### src/rtl/scope_cmd_pkg.sv
// Shared types and constants for the oscilloscope command engine:
// opcodes, FSM states, response codes, slave selects and the AFE gain table.
package scope_cmd_pkg;

    typedef enum logic [7:0] {
        OP_DUMP     = 8'h01,
        OP_GAIN     = 8'h02,
        OP_TRIG     = 8'h03,
        OP_TPOS     = 8'h04,
        OP_DEC      = 8'h05,
        OP_TCFG_WR  = 8'h06,
        OP_TCFG_RD  = 8'h07,
        OP_EEP_WR   = 8'h08,
        OP_EEP_RD   = 8'h09,
        OP_EEP_PAIR = 8'h0A
    } opcode_t;

    typedef enum logic [2:0] {
        ST_IDLE,
        ST_DECODE,
        ST_SPI_ISSUE,
        ST_SPI_WAIT,
        ST_GAP,
        ST_RESP,
        ST_WAIT_SENT
    } state_t;

    localparam logic [7:0] ACK        = 8'hA5;
    localparam logic [7:0] NAK        = 8'hEE;
    localparam logic [2:0] SS_TRIG    = 3'd0;
    localparam logic [2:0] SS_EEP     = 3'd4;
    localparam logic [7:0] SPI_WR_CMD = 8'h13;

    // AFE gain code -> DAC setting written over SPI.
    function automatic logic [7:0] gain_lut(input logic [2:0] g);
        logic [7:0] v;
        case (g)
            3'd0:    v = 8'h02;
            3'd1:    v = 8'h05;
            3'd2:    v = 8'h09;
            3'd3:    v = 8'h14;
            3'd4:    v = 8'h28;
            3'd5:    v = 8'h46;
            3'd6:    v = 8'h6B;
            default: v = 8'hDD;
        endcase
        return v;
    endfunction

endpackage

### src/rtl/scope_cmd_engine_if.sv
// Host-link bundle: UART command/response path and SPI master path.
interface scope_cmd_engine_if;
    // Handshakes: cmd is valid while cmd_rdy is high and stays until the engine
    // pulses clr_cmd_rdy; send_resp pulses once with resp_data valid and the
    // engine waits for resp_sent; wrt_SPI pulses once and ss/SPI_data hold until
    // SPI_done, which also qualifies EEP_data.
    logic [23:0] cmd;
    logic        cmd_rdy;
    logic        clr_cmd_rdy;
    logic [7:0]  resp_data;
    logic        send_resp;
    logic        resp_sent;
    logic [15:0] SPI_data;
    logic        wrt_SPI;
    logic [2:0]  ss;
    logic        SPI_done;
    logic [7:0]  EEP_data;

    modport master (
        input  cmd, cmd_rdy, resp_sent, SPI_done, EEP_data,
        output clr_cmd_rdy, resp_data, send_resp, SPI_data, wrt_SPI, ss
    );

    modport slave (
        output cmd, cmd_rdy, resp_sent, SPI_done, EEP_data,
        input  clr_cmd_rdy, resp_data, send_resp, SPI_data, wrt_SPI, ss
    );
endinterface

### src/rtl/scope_cmd_engine_spi_txn_ctrl.sv
// SPI transaction timing: registered start pulse, inter-word gap counter and
// SPI_done watchdog. SPI_GAP must be at least 2.
module spi_txn_ctrl #(
    parameter int SPI_GAP = 4,
    parameter int TO_CYC  = 4096
) (
    input  logic clk,
    input  logic rst_n,
    input  logic issue,
    input  logic waiting,
    input  logic in_gap,
    input  logic spi_done,
    output logic wrt_spi,
    output logic done,
    output logic timeout,
    output logic gap_done
);
    localparam int WD_W  = $clog2(TO_CYC);
    localparam int GAP_W = $clog2(SPI_GAP) + 1;

    logic [WD_W-1:0]  wd_cnt;
    logic [GAP_W-1:0] gap_cnt;

    always_ff @(posedge clk or negedge rst_n) begin
        if (!rst_n) begin
            wrt_spi <= 1'b0;
            wd_cnt  <= '0;
            gap_cnt <= '0;
        end else begin
            wrt_spi <= issue;
            wd_cnt  <= waiting ? wd_cnt + 1'b1 : '0;
            gap_cnt <= in_gap ? gap_cnt + 1'b1 : '0;
        end
    end

    // The issue state adds one more quiet cycle, so the gap state lasts SPI_GAP-1.
    assign done     = waiting & spi_done;
    assign timeout  = waiting & ~spi_done & (wd_cnt == WD_W'(TO_CYC - 1));
    assign gap_done = in_gap & (gap_cnt == GAP_W'(SPI_GAP - 2));
endmodule

### src/rtl/scope_cmd_engine.sv
// Command engine: decodes host commands, updates capture configuration, runs
// SPI writes/reads to AFE gain, trigger DAC and EEPROM, and returns a response.
module scope_cmd_engine
    import scope_cmd_pkg::*;
#(
    parameter int NUM_CH   = 3,
    parameter int DEC_W    = 4,
    parameter int TPOS_W   = 9,
    parameter int TRIG_MIN = 46,
    parameter int TRIG_MAX = 201,
    parameter int SPI_GAP  = 4,
    parameter int TO_CYC   = 4096
) (
    input  logic                clk,
    input  logic                rst_n,
    scope_cmd_engine_if.master  bus,
    input  logic                set_cap_done,
    output logic [1:0]          dump_chan,
    output logic                dump_en,
    output logic [DEC_W-1:0]    decimator,
    output logic [TPOS_W-1:0]   trig_pos,
    output logic [7:0]          trig_cfg,
    output logic [3*NUM_CH-1:0] gain,
    output logic [15:0]         EEP_cfg_data,
    output logic                eep_done,
    output state_t              dbg_state
);
    localparam logic [7:0] TMIN = 8'(TRIG_MIN);
    localparam logic [7:0] TMAX = 8'(TRIG_MAX);

    state_t      state;
    logic [7:0]  op_q;
    logic [13:0] arg_q;
    logic [15:0] word_a, word_b;
    logic [2:0]  ss_t;
    logic [1:0]  txn_idx, txn_last;
    logic [7:0]  byte_a, resp_val;

    logic [1:0] cc;
    logic [2:0] g;
    logic [5:0] ea, ea_nxt;
    logic [7:0] b3, trig_lvl;
    logic       cc_bad;
    logic       wrt_spi, txn_done, txn_timeout, gap_done;

    assign cc       = arg_q[9:8];
    assign g        = arg_q[12:10];
    assign ea       = arg_q[13:8];
    assign ea_nxt   = ea + 6'd1;
    assign b3       = arg_q[7:0];
    assign trig_lvl = (b3 < TMIN) ? TMIN : (b3 > TMAX) ? TMAX : b3;
    assign cc_bad   = ({30'd0, cc} >= 32'(NUM_CH));

    spi_txn_ctrl #(.SPI_GAP(SPI_GAP), .TO_CYC(TO_CYC)) u_spi_txn (
        .clk      (clk),
        .rst_n    (rst_n),
        .issue    (state == ST_SPI_ISSUE),
        .waiting  (state == ST_SPI_WAIT),
        .in_gap   (state == ST_GAP),
        .spi_done (bus.SPI_done),
        .wrt_spi  (wrt_spi),
        .done     (txn_done),
        .timeout  (txn_timeout),
        .gap_done (gap_done)
    );

    assign bus.wrt_SPI = wrt_spi;
    assign dbg_state   = state;

    always_ff @(posedge clk or negedge rst_n) begin
        if (!rst_n) begin
            state            <= ST_IDLE;
            op_q             <= '0;
            arg_q            <= '0;
            word_a           <= '0;
            word_b           <= '0;
            ss_t             <= '0;
            txn_idx          <= '0;
            txn_last         <= '0;
            byte_a           <= '0;
            resp_val         <= '0;
            bus.clr_cmd_rdy  <= 1'b0;
            bus.resp_data    <= '0;
            bus.send_resp    <= 1'b0;
            bus.SPI_data     <= '0;
            bus.ss           <= '0;
            dump_chan        <= '0;
            dump_en          <= 1'b0;
            decimator        <= '0;
            trig_pos         <= '0;
            trig_cfg         <= '0;
            gain             <= '0;
            EEP_cfg_data     <= '0;
            eep_done         <= 1'b0;
        end else begin
            bus.clr_cmd_rdy <= 1'b0;
            bus.send_resp   <= 1'b0;
            dump_en         <= 1'b0;
            eep_done        <= 1'b0;
            // Capture-done flag; an 0x06 write in the same cycle overrides it below.
            if (set_cap_done) trig_cfg[5] <= 1'b1;

            case (state)
                ST_IDLE: begin
                    // clr_cmd_rdy high means cmd_rdy is the retired command still falling.
                    if (bus.cmd_rdy && !bus.clr_cmd_rdy) begin
                        op_q  <= bus.cmd[23:16];
                        arg_q <= bus.cmd[13:0];
                        state <= ST_DECODE;
                    end
                end
                ST_DECODE: begin
                    resp_val <= ACK;
                    state    <= ST_RESP;
                    txn_idx  <= '0;
                    txn_last <= '0;
                    ss_t     <= SS_EEP;
                    word_a   <= {2'b00, ea, 8'h00};
                    word_b   <= {2'b00, ea_nxt, 8'h00};
                    case (op_q)
                        OP_DUMP: begin
                            if (cc_bad) resp_val <= NAK;
                            else begin
                                dump_chan <= cc;
                                dump_en   <= 1'b1;
                            end
                        end
                        OP_GAIN: begin
                            if (cc_bad) resp_val <= NAK;
                            else begin
                                for (int c = 0; c < NUM_CH; c++)
                                    if (cc == 2'(c)) gain[3*c +: 3] <= g;
                                ss_t   <= {1'b0, cc} + 3'd1;
                                word_a <= {SPI_WR_CMD, gain_lut(g)};
                                state  <= ST_SPI_ISSUE;
                            end
                        end
                        OP_TRIG: begin
                            ss_t   <= SS_TRIG;
                            word_a <= {SPI_WR_CMD, trig_lvl};
                            state  <= ST_SPI_ISSUE;
                        end
                        OP_TPOS:    trig_pos  <= arg_q[TPOS_W-1:0];
                        OP_DEC:     decimator <= arg_q[DEC_W-1:0];
                        OP_TCFG_WR: trig_cfg  <= {2'b00, arg_q[13:8]};
                        OP_TCFG_RD: resp_val  <= {2'b00, trig_cfg[5:0]};
                        OP_EEP_WR: begin
                            word_a <= {2'b01, arg_q};
                            state  <= ST_SPI_ISSUE;
                        end
                        OP_EEP_RD: begin
                            txn_last <= 2'd1;
                            state    <= ST_SPI_ISSUE;
                        end
                        OP_EEP_PAIR: begin
                            txn_last <= 2'd3;
                            state    <= ST_SPI_ISSUE;
                        end
                        default: resp_val <= NAK;
                    endcase
                end
                ST_SPI_ISSUE: begin
                    bus.ss       <= ss_t;
                    bus.SPI_data <= txn_idx[1] ? word_b : word_a;
                    state        <= ST_SPI_WAIT;
                end
                ST_SPI_WAIT: begin
                    if (txn_done) begin
                        if (txn_idx == 2'd1) byte_a <= bus.EEP_data;
                        if (txn_idx == txn_last) begin
                            state <= ST_RESP;
                            if (op_q == OP_EEP_RD) resp_val <= bus.EEP_data;
                            else if (op_q == OP_EEP_PAIR) begin
                                resp_val     <= byte_a;
                                EEP_cfg_data <= {byte_a, bus.EEP_data};
                                eep_done     <= 1'b1;
                            end
                        end else begin
                            txn_idx <= txn_idx + 2'd1;
                            state   <= ST_GAP;
                        end
                    end else if (txn_timeout) begin
                        resp_val <= NAK;
                        state    <= ST_RESP;
                    end
                end
                ST_GAP: begin
                    if (gap_done) state <= ST_SPI_ISSUE;
                end
                ST_RESP: begin
                    bus.resp_data <= resp_val;
                    bus.send_resp <= 1'b1;
                    state         <= ST_WAIT_SENT;
                end
                ST_WAIT_SENT: begin
                    if (bus.resp_sent) begin
                        bus.clr_cmd_rdy <= 1'b1;
                        state           <= ST_IDLE;
                    end
                end
                default: state <= ST_IDLE;
            endcase
        end
    end
endmodule

### src/flat_wrapper.sv
// flat-port wrapper written by rule: the top's interface ports become plain ports
module scope_cmd_engine_flat import scope_cmd_pkg::*;
#(
    parameter int NUM_CH   = 3,
    parameter int DEC_W    = 4,
    parameter int TPOS_W   = 9,
    parameter int TRIG_MIN = 46,
    parameter int TRIG_MAX = 201,
    parameter int SPI_GAP  = 4,
    parameter int TO_CYC   = 4096
)
  (clk, rst_n, set_cap_done, dump_chan, dump_en, decimator, trig_pos, trig_cfg, gain, EEP_cfg_data, eep_done, dbg_state, bus_cmd, bus_cmd_rdy, bus_resp_sent, bus_SPI_done, bus_EEP_data, bus_clr_cmd_rdy, bus_resp_data, bus_send_resp, bus_SPI_data, bus_wrt_SPI, bus_ss);
  scope_cmd_engine_if bus_i ();
  input  logic clk;
  input  logic rst_n;
  input  logic set_cap_done;
  output logic [1:0] dump_chan;
  output logic dump_en;
  output logic [DEC_W-1:0] decimator;
  output logic [TPOS_W-1:0] trig_pos;
  output logic [7:0] trig_cfg;
  output logic [3*NUM_CH-1:0] gain;
  output logic [15:0] EEP_cfg_data;
  output logic eep_done;
  output state_t dbg_state;
  input wire logic [$bits(bus_i.cmd)-1:0] bus_cmd;
  input wire logic [$bits(bus_i.cmd_rdy)-1:0] bus_cmd_rdy;
  input wire logic [$bits(bus_i.resp_sent)-1:0] bus_resp_sent;
  input wire logic [$bits(bus_i.SPI_done)-1:0] bus_SPI_done;
  input wire logic [$bits(bus_i.EEP_data)-1:0] bus_EEP_data;
  output wire logic [$bits(bus_i.clr_cmd_rdy)-1:0] bus_clr_cmd_rdy;
  output wire logic [$bits(bus_i.resp_data)-1:0] bus_resp_data;
  output wire logic [$bits(bus_i.send_resp)-1:0] bus_send_resp;
  output wire logic [$bits(bus_i.SPI_data)-1:0] bus_SPI_data;
  output wire logic [$bits(bus_i.wrt_SPI)-1:0] bus_wrt_SPI;
  output wire logic [$bits(bus_i.ss)-1:0] bus_ss;
  assign bus_i.cmd = bus_cmd;
  assign bus_i.cmd_rdy = bus_cmd_rdy;
  assign bus_i.resp_sent = bus_resp_sent;
  assign bus_i.SPI_done = bus_SPI_done;
  assign bus_i.EEP_data = bus_EEP_data;
  assign bus_clr_cmd_rdy = bus_i.clr_cmd_rdy;
  assign bus_resp_data = bus_i.resp_data;
  assign bus_send_resp = bus_i.send_resp;
  assign bus_SPI_data = bus_i.SPI_data;
  assign bus_wrt_SPI = bus_i.wrt_SPI;
  assign bus_ss = bus_i.ss;
  scope_cmd_engine #(.NUM_CH(NUM_CH), .DEC_W(DEC_W), .TPOS_W(TPOS_W), .TRIG_MIN(TRIG_MIN), .TRIG_MAX(TRIG_MAX), .SPI_GAP(SPI_GAP), .TO_CYC(TO_CYC)) u_core (.clk(clk), .rst_n(rst_n), .bus(bus_i), .set_cap_done(set_cap_done), .dump_chan(dump_chan), .dump_en(dump_en), .decimator(decimator), .trig_pos(trig_pos), .trig_cfg(trig_cfg), .gain(gain), .EEP_cfg_data(EEP_cfg_data), .eep_done(eep_done), .dbg_state(dbg_state));
endmodule
### config.mk
export PLATFORM = sky130hd
export DESIGN_NAME = scope_cmd_engine_flat
export DESIGN_NICKNAME = d
export VERILOG_FILES = /design/src/rtl/scope_cmd_pkg.sv /design/src/rtl/scope_cmd_engine_if.sv /design/src/rtl/scope_cmd_engine_spi_txn_ctrl.sv /design/src/rtl/scope_cmd_engine.sv /design/src/flat_wrapper.sv
export SDC_FILE = /design/constraint.sdc
export NUM_CORES = 1
export LEC_CHECK = 0
export CAP_MARGIN = 15
export CORE_MARGIN = 2
export CORE_UTILIZATION = 50
export DETAILED_ROUTE_END_ITERATION = 10
export GPL_TIMING_DRIVEN = 0
export PLACE_DENSITY = 0.75
export SLEW_MARGIN = 20
export SYNTH_ARGS = -nofsm -noshare
export SYNTH_HDL_FRONTEND = slang
export SYNTH_SLANG_ARGS = --single-unit
### constraint.sdc
create_clock -name clk -period 2.7 [get_ports clk]
set_input_delay 0.405 -clock clk [delete_from_list [all_inputs] [get_ports clk]]
set_output_delay 0.405 -clock clk [all_outputs]
set_load 0.01 [all_outputs]
==> results.yml, run 1 <==
outcome:
  status: "complete, no violations"
yosys:
  syn_area_sq_mm: 0.00719
  synth_cells: 638
  ys_ff_latch: 161
  synth_edf_count: 0
  avgSynthCellArea_sq_um: 11.3
  yosys_warnings: 0
  yosysSeqAreaShare_pct: 56.0
  ys_top_cells_by_area: "dfrtp_1 56%, mux2_2 10%, nand2_1 5.6%"
  yosysTopAreaCellShare_pct: 56.0
  synth_flop_cell: "dfrtp_1"
  ys_types: 64
  postSynth.asyncResetShare_pct: 100
  yosys.area.top_type: "dfrtp_1"
clock_tree:
  post_cts_buffers: 0
  insertion_delay_ns: 0.43
  cts_tree: "yes"
  clkSinkCount: 161
  clockRootBuffer: "clkbuf_16"
  cts_buffers: 17
  htreeDepth: 4
  cts.clk_slew.worst_paths_ns: 0.06
  clk_path_buf_depth: 2
setup_path:
  cp_slowest_cell: "or4_4"
  required_ns: 3.01
  worstSetupPathType: "flip-flop to flip-flop"
  end_kind: "flip-flop"
  r2r_slack_ns: 0.26
  crit_buf_inv: 2
  worstPathArrival_ns: 2.75
  cp_top_family: "simple AND/OR/NAND/NOR gates"
  critPathLaunchType: "flip-flop"
  crit_chain: "or4_4, nor2_8, nand3_2, or3_1, buf_6, buf_12, mux2_4"
  cp_max_fo: 10
  max_stage_delay_ns: 0.64
cells_and_area:
  num_antenna_cells: 0
  fillerInstances: 1122
  finish.utilization_pct: 65.9
  drive_gt1_share_pct: 15.5
  final_common_cell: "dfrtp_1"
  regArea_sq_mm: 0.00403
  nets: 823
  design_area_sq_mm: 0.00922
  multi_input_area_sq_mm: 0.00298
  area_delta_synth_final_pct: 28.2
  final_cell_mix: "161 x dfrtp_1, 114 x clkdlybuf4s50_1, 106 x nand2_1"
grt:
  antenna_found_initial: 0
  overflow: 0
  track_usage_pct: 23.9
  grt_start_max_net_pins: 84
  grt_pass1_vias: 5418
  grt_pass1_wl_microns: 27700
timing:
  rsz0062_at_grt: "no"
  relSlewSlack_pct: 43.6
  post-route-min-period_ns: 2.44
  finalWorstSetupSlack_ns: 0.255
  maxSlewViolCount: 0
  final.setup_skew_ns: 0.00838
  fmax_mhz: 409
  timing.final.hold_violations: 0
  worstMarginPinSlew_ns: 0.846
  setup_violations: 0
  timing.final.crit_share_pct: 90.5
power:
  ir_drop_uv: 575
  p_per_area_mw_per_mm2: 976
  finalPower_mw: 9.00
  leakagePower_nw: 4.17
die:
  coreArea_sq_mm: 0.0140
  ios: 121
  core.rowCount: 43
  die_area_sq_mm: 0.0154
  die_x_microns: 124
  start_util_pct: 51.4
  die_h_microns: 124
min_path:
  hold_class: "flip-flop to flip-flop"
place:
  port_buffers: 115
  placed_cell_area_sq_mm: 0.00861
  gp_congestion: 0.889
  dpl_worst_slack_ns: 0.108
  dp_hpwl_microns: 12200
detailed_routing:
  vias: 5356
  first_pass_iters: 5
  routedWlPerCell_microns: 17.4
  drt_iter0_drc: 476
  drt_wl_total_microns: 16900
  vias_per_cell: 5.53
  drc: 0
  ant_nets: 0
run:
  cap_violations: 0
## per-layer routing
layer	GRT usage [%]	vias up	part of all wire, %
met1	33.9	2652	45
met4	8.78	0	2.1
met5	0	-	0
met2	35.7	180	47
met3	6.00	30	6.1
li1	-	2494	-
## final timing paths
kind                                          from                    endpoint  cells past startpoint
worst min register to register  u_core.resp_val[0]     u_core.bus.resp_data[0]                      2
worst max register to register      u_core.op_q[5]      u_core.EEP_cfg_data[5]                      7
worst min-delay path            u_core.resp_val[0]     u_core.bus.resp_data[0]                      2
worst max-delay path                u_core.op_q[5]      u_core.EEP_cfg_data[5]                      7
min in group asynchronous                    rst_n          u_core.trig_pos[3]                      2
max in group asynchronous                    rst_n  u_core.u_spi_txn.wd_cnt[6]                      3
## worst reg2reg max path: cells and delay by family (launching register included)
kind / cells / cell delay [ns]
DFF: 1 / 0.43
buffers and inverters: 2 / 0.32
and+or+nand+nor: 4 / 1.28
muxes: 1 / 0.30
## where the power goes
part	internal [mW]	switching, mW
clock network	1.47	0.924
logic	1.35	1.64
registers	3.05	0.561
total	5.87	3.13
## per-stage QoR
stage / std cells / hold WS (ns) / TNS (ns)
detailed placement: 936 / 0.417 / 0
floorplan: 640 / 0.109 / 0
CTS: 969 / 0.470 / 0
finish: 969 / 0.468 / 0
global placement: 935 / 0.443 / -789.70
global route: 969 / 0.497 / 0
## Yosys cell counts (2+ instances only)
cell type and count:
a211oi_1 2, a21o_1 2, a21oi_1 24, a221o_1 4
a22o_1 6, a22oi_1 2, a2bb2oi_1 2, a41oi_1 2
and2_1 5, and3_1 3, and4_1 2, buf_1 3
buf_4 3, clkbuf_1 21, dfrtp_1 161, ha_1 9
inv_1 13, mux2_2 66, mux2_4 9, mux2i_1 15
nand2_1 107, nand2b_1 2, nand3_1 21, nand4_1 5
nor2_1 34, nor2b_1 8, nor3_1 5, nor3b_1 5
o211a_1 2, o21a_1 2, o21ai_0 39, o2bb2ai_1 3
o311ai_0 2, o31ai_1 2, or3_1 3, xnor2_1 7
xor2_1 10
## final cells by class
cell class	instances	area share, %
plain buffers	30	1.61
clock buffers	21	4.88
clock inverters	11	1.49
inverters	14	0.570
multi-input cells	435	32.4
flip-flops and latches	161	43.7
well taps	180	2.44
repair buffers	117	12.9
## cells by family after synthesis
kind of cell | Yosys count | share of synthesized area (%)
muxes | 90 | 14.3
and+or+nand+nor | 212 | 13.9
other | 1 | 0.0522
xor gates and xnor gates | 17 | 2.07
buffers and inverters | 44 | 2.80
AOI/OAI and AO/OA | 103 | 9.15
adders and majority gates | 10 | 1.71
DFF | 161 | 56.0
## flip-flops by register name, indices dropped and copies added (netlist names), 4 cells and up
name and count:
u_core.op_q 8, u_core.trig_cfg 6, u_core.decimator 4, u_core.byte_a 8, u_core.bus.SPI_data 15, u_core.resp_val 8, u_core.word_a 15, u_core.bus.resp_data 8
u_core.arg_q 14, u_core.trig_pos 9, u_core.gain 9, u_core.EEP_cfg_data 16, u_core.word_b 6, u_core.u_spi_txn.wd_cnt 12
## what timing repair did
item | in CTS | in global routing
endpoints found under the setup margin | 0 | 9
gates resized for setup | 0 | 3
hold buffers | 1 | 0
endpoints found under the hold margin | 78 | 0
No activity file was read; power rests on OpenSTA's default activity.
==> inputs of run 2 (changes only) <==
--- a/config.mk
+++ b/config.mk
@@ -6,12 +6,12 @@
 export NUM_CORES = 1
 export LEC_CHECK = 0
 export CAP_MARGIN = 15
-export CORE_MARGIN = 2
+export CORE_MARGIN = 1.5
 export CORE_UTILIZATION = 50
+export CTS_BUF_LIST = sky130_fd_sc_hd__clkbuf_16
 export DETAILED_ROUTE_END_ITERATION = 10
 export GPL_TIMING_DRIVEN = 0
 export PLACE_DENSITY = 0.75
-export SLEW_MARGIN = 20
 export SYNTH_ARGS = -nofsm -noshare
 export SYNTH_HDL_FRONTEND = slang
 export SYNTH_SLANG_ARGS = --single-unit
==> results.yml, run 2 (synthesis results as in run 1) <==
setup_path:
  crit_path_start: "u_core.op_q[5]"
  r2r_slack_ns: 0.13
  crit_chain: "nor4_2, nand4_2, mux2i_1, a22oi_1, mux2_2"
  cp_slowest_cell: "nor4_2"
  worstSetupPathType: "flip-flop to flip-flop"
  end_kind: "flip-flop"
  max_stage_delay_ns: 0.75
  r2r-end: "u_core.resp_val[3]"
  cp_max_fo: 8
  r2r_cells: 5
  worstPathArrival_ns: 2.88
  critPathLaunchType: "flip-flop"
  r2r_start: "u_core.op_q[5]"
  required_ns: 3.01
cells_and_area:
  instances_no_fill: 968
  num_antenna_cells: 0
  nets: 822
  finish.utilization_pct: 66.2
  largest_register_ffs: 16
  drive_gt1_share_pct: 15.1
  largestRegisters: "u_core.EEP_cfg_data (16), u_core.bus.SPI_data (15), u_core.word_a (15)"
  final_common_cell: "dfrtp_1"
  regMostFlops: "u_core.EEP_cfg_data"
  final_cell_mix: "161 x dfrtp_1, 114 x clkdlybuf4s50_1, 106 x nand2_1"
  area_delta_synth_final_pct: 28.3
die:
  die_x_microns: 123
  coreArea_sq_mm: 0.0139
  ios: 121
  start_util_pct: 51.6
  core.rowCount: 43
  die_h_microns: 123
  die_area_sq_mm: 0.0151
timing:
  fmax_mhz: 389
  relSlewSlack_pct: 35.7
  final.setup_skew_ns: 0.0104
  setup_violations: 0
  worstMarginPinSlew_ns: 0.953
  post-route-min-period_ns: 2.57
  timing.final.crit_share_pct: 95.3
  rsz0062_at_grt: "no"
  timing.final.hold_violations: 0
  timing.setup.tns_ns: 0
  maxSlewViolCount: 0
place:
  dp_cells: 936
  dp_hpwl_microns: 12100
  gp_congestion: 0.874
  port_buffers: 115
power:
  p_per_area_mw_per_mm2: 991
  combPwrFrac_pct: 32.8
  ir_drop_uv: 598
  clkPwrFrac_pct: 27.8
  internal_power_mw: 6.02
  p_sw_share_pct: 34.2
  p_seq_share_pct: 39.4
  switchingPower_mw: 3.13
  leakagePower_nw: 4.19
grt:
  grt_start_max_net_pins: 84
  track_usage_pct: 24.0
  overflow: 0
  grt_pass1_wl_microns: 27600
  antenna_found_initial: 0
  grt_pass1_vias: 5414
clock_tree:
  clk_path_buf_depth: 2
  cts.clk_slew.worst_paths_ns: 0.06
  clkSinkCount: 161
  htreeDepth: 4
  insertion_delay_ns: 0.43
  cts_buffers: 17
  clockRootBuffer: "clkbuf_16"
  cts_tree: "yes"
  ctsHoldBuffers: 0
detailed_routing:
  first_pass_iters: 6
  routedWlPerCell_microns: 17.7
  vias_per_cell: 5.59
  drt_iter0_drc: 437
  ant_nets: 0
  drc: 0
  drt_wl_total_microns: 17100
  vias: 5411
outcome:
  status: "complete, no violations"
min_path:
  hold_class: "input port to async pin"
run:
  cap_violations: 0
[run 2: worst max-delay path: cells and delay by family (launching register included)]
kind             cells  cell delay [ns]
AND/OR/NAND/NOR      2             1.24
flip-flops           1             0.40
AO/OA/AOI/OAI        1             0.14
multiplexers         2             0.67
[run 2: worst max path at each step]
stage	endpoint	cells after the start
2_1_floorplan	u_core.EEP_cfg_data[10]	7
3_3_place_gp	u_core.EEP_cfg_data[14]	1
3_5_place_dp	u_core.trig_pos[1]	6
4_1_cts	u_core.trig_pos[0]	6
5_1_grt	u_core.resp_val[3]	5
6_report	u_core.resp_val[3]	5
[run 2: timing repair]
action | 4_1_cts | 5_1_grt
endpoints found under the hold margin | 0 | 0
resized for setup | 0 | 1
setup endpoints to repair | 0 | 3
buffers inserted | 0 | 0
[run 2: final cells by class]
| type | instances | area [sq um] |
|---|---|---|
| fill | 1066 | 4710 |
| sequential | 161 | 4030 |
| multi-input combinational | 435 | 2970 |
| timing repair buffer | 116 | 1180 |
| clock buffer | 17 | 425 |
| tap | 180 | 225 |
| clock inverter | 15 | 198 |
| buffer | 30 | 149 |
| inverter | 14 | 52.6 |
[run 2: metal layers]
metal | part of all wire (%) | GRT usage (%) | vias to the layer above | routed length [microns]
li1 | - | - | 2510 | -
met1 | 45 | 32.4 | 2679 | 7630
met2 | 47 | 37.8 | 193 | 8050
met3 | 6.3 | 6.27 | 29 | 1080
met4 | 1.9 | 8.14 | 0 | 326
met5 | 0 | 0 | - | 0
[run 2: metrics by stage]
step / worst slack (ns) / power, mW / cell area (sq um) / hold slack (ns)
after detailed placement: 0.149 / 6.58 / 8600 / 0.465
final: 0.127 / 9.15 / 9230 / 0.0195
after global placement: -4.97 / 6.46 / 8570 / 0.444
after global routing: 0.0257 / 9.66 / 9230 / 0.0842
after floorplan: 0.467 / 5.35 / 7200 / 0.109
after CTS: 0.140 / 9.16 / 9230 / 0.0539
[run 2: power groups by stage]
stage               logic, mW  registers, mW  clock network [mW]
finish                   3.00           3.60                2.55
global route             3.30           3.68                2.68
CTS                      2.99           3.59                2.58
detailed placement       2.95           3.63                   0
global placement         2.87           3.59                   0
floorplan                1.78           3.58                   0
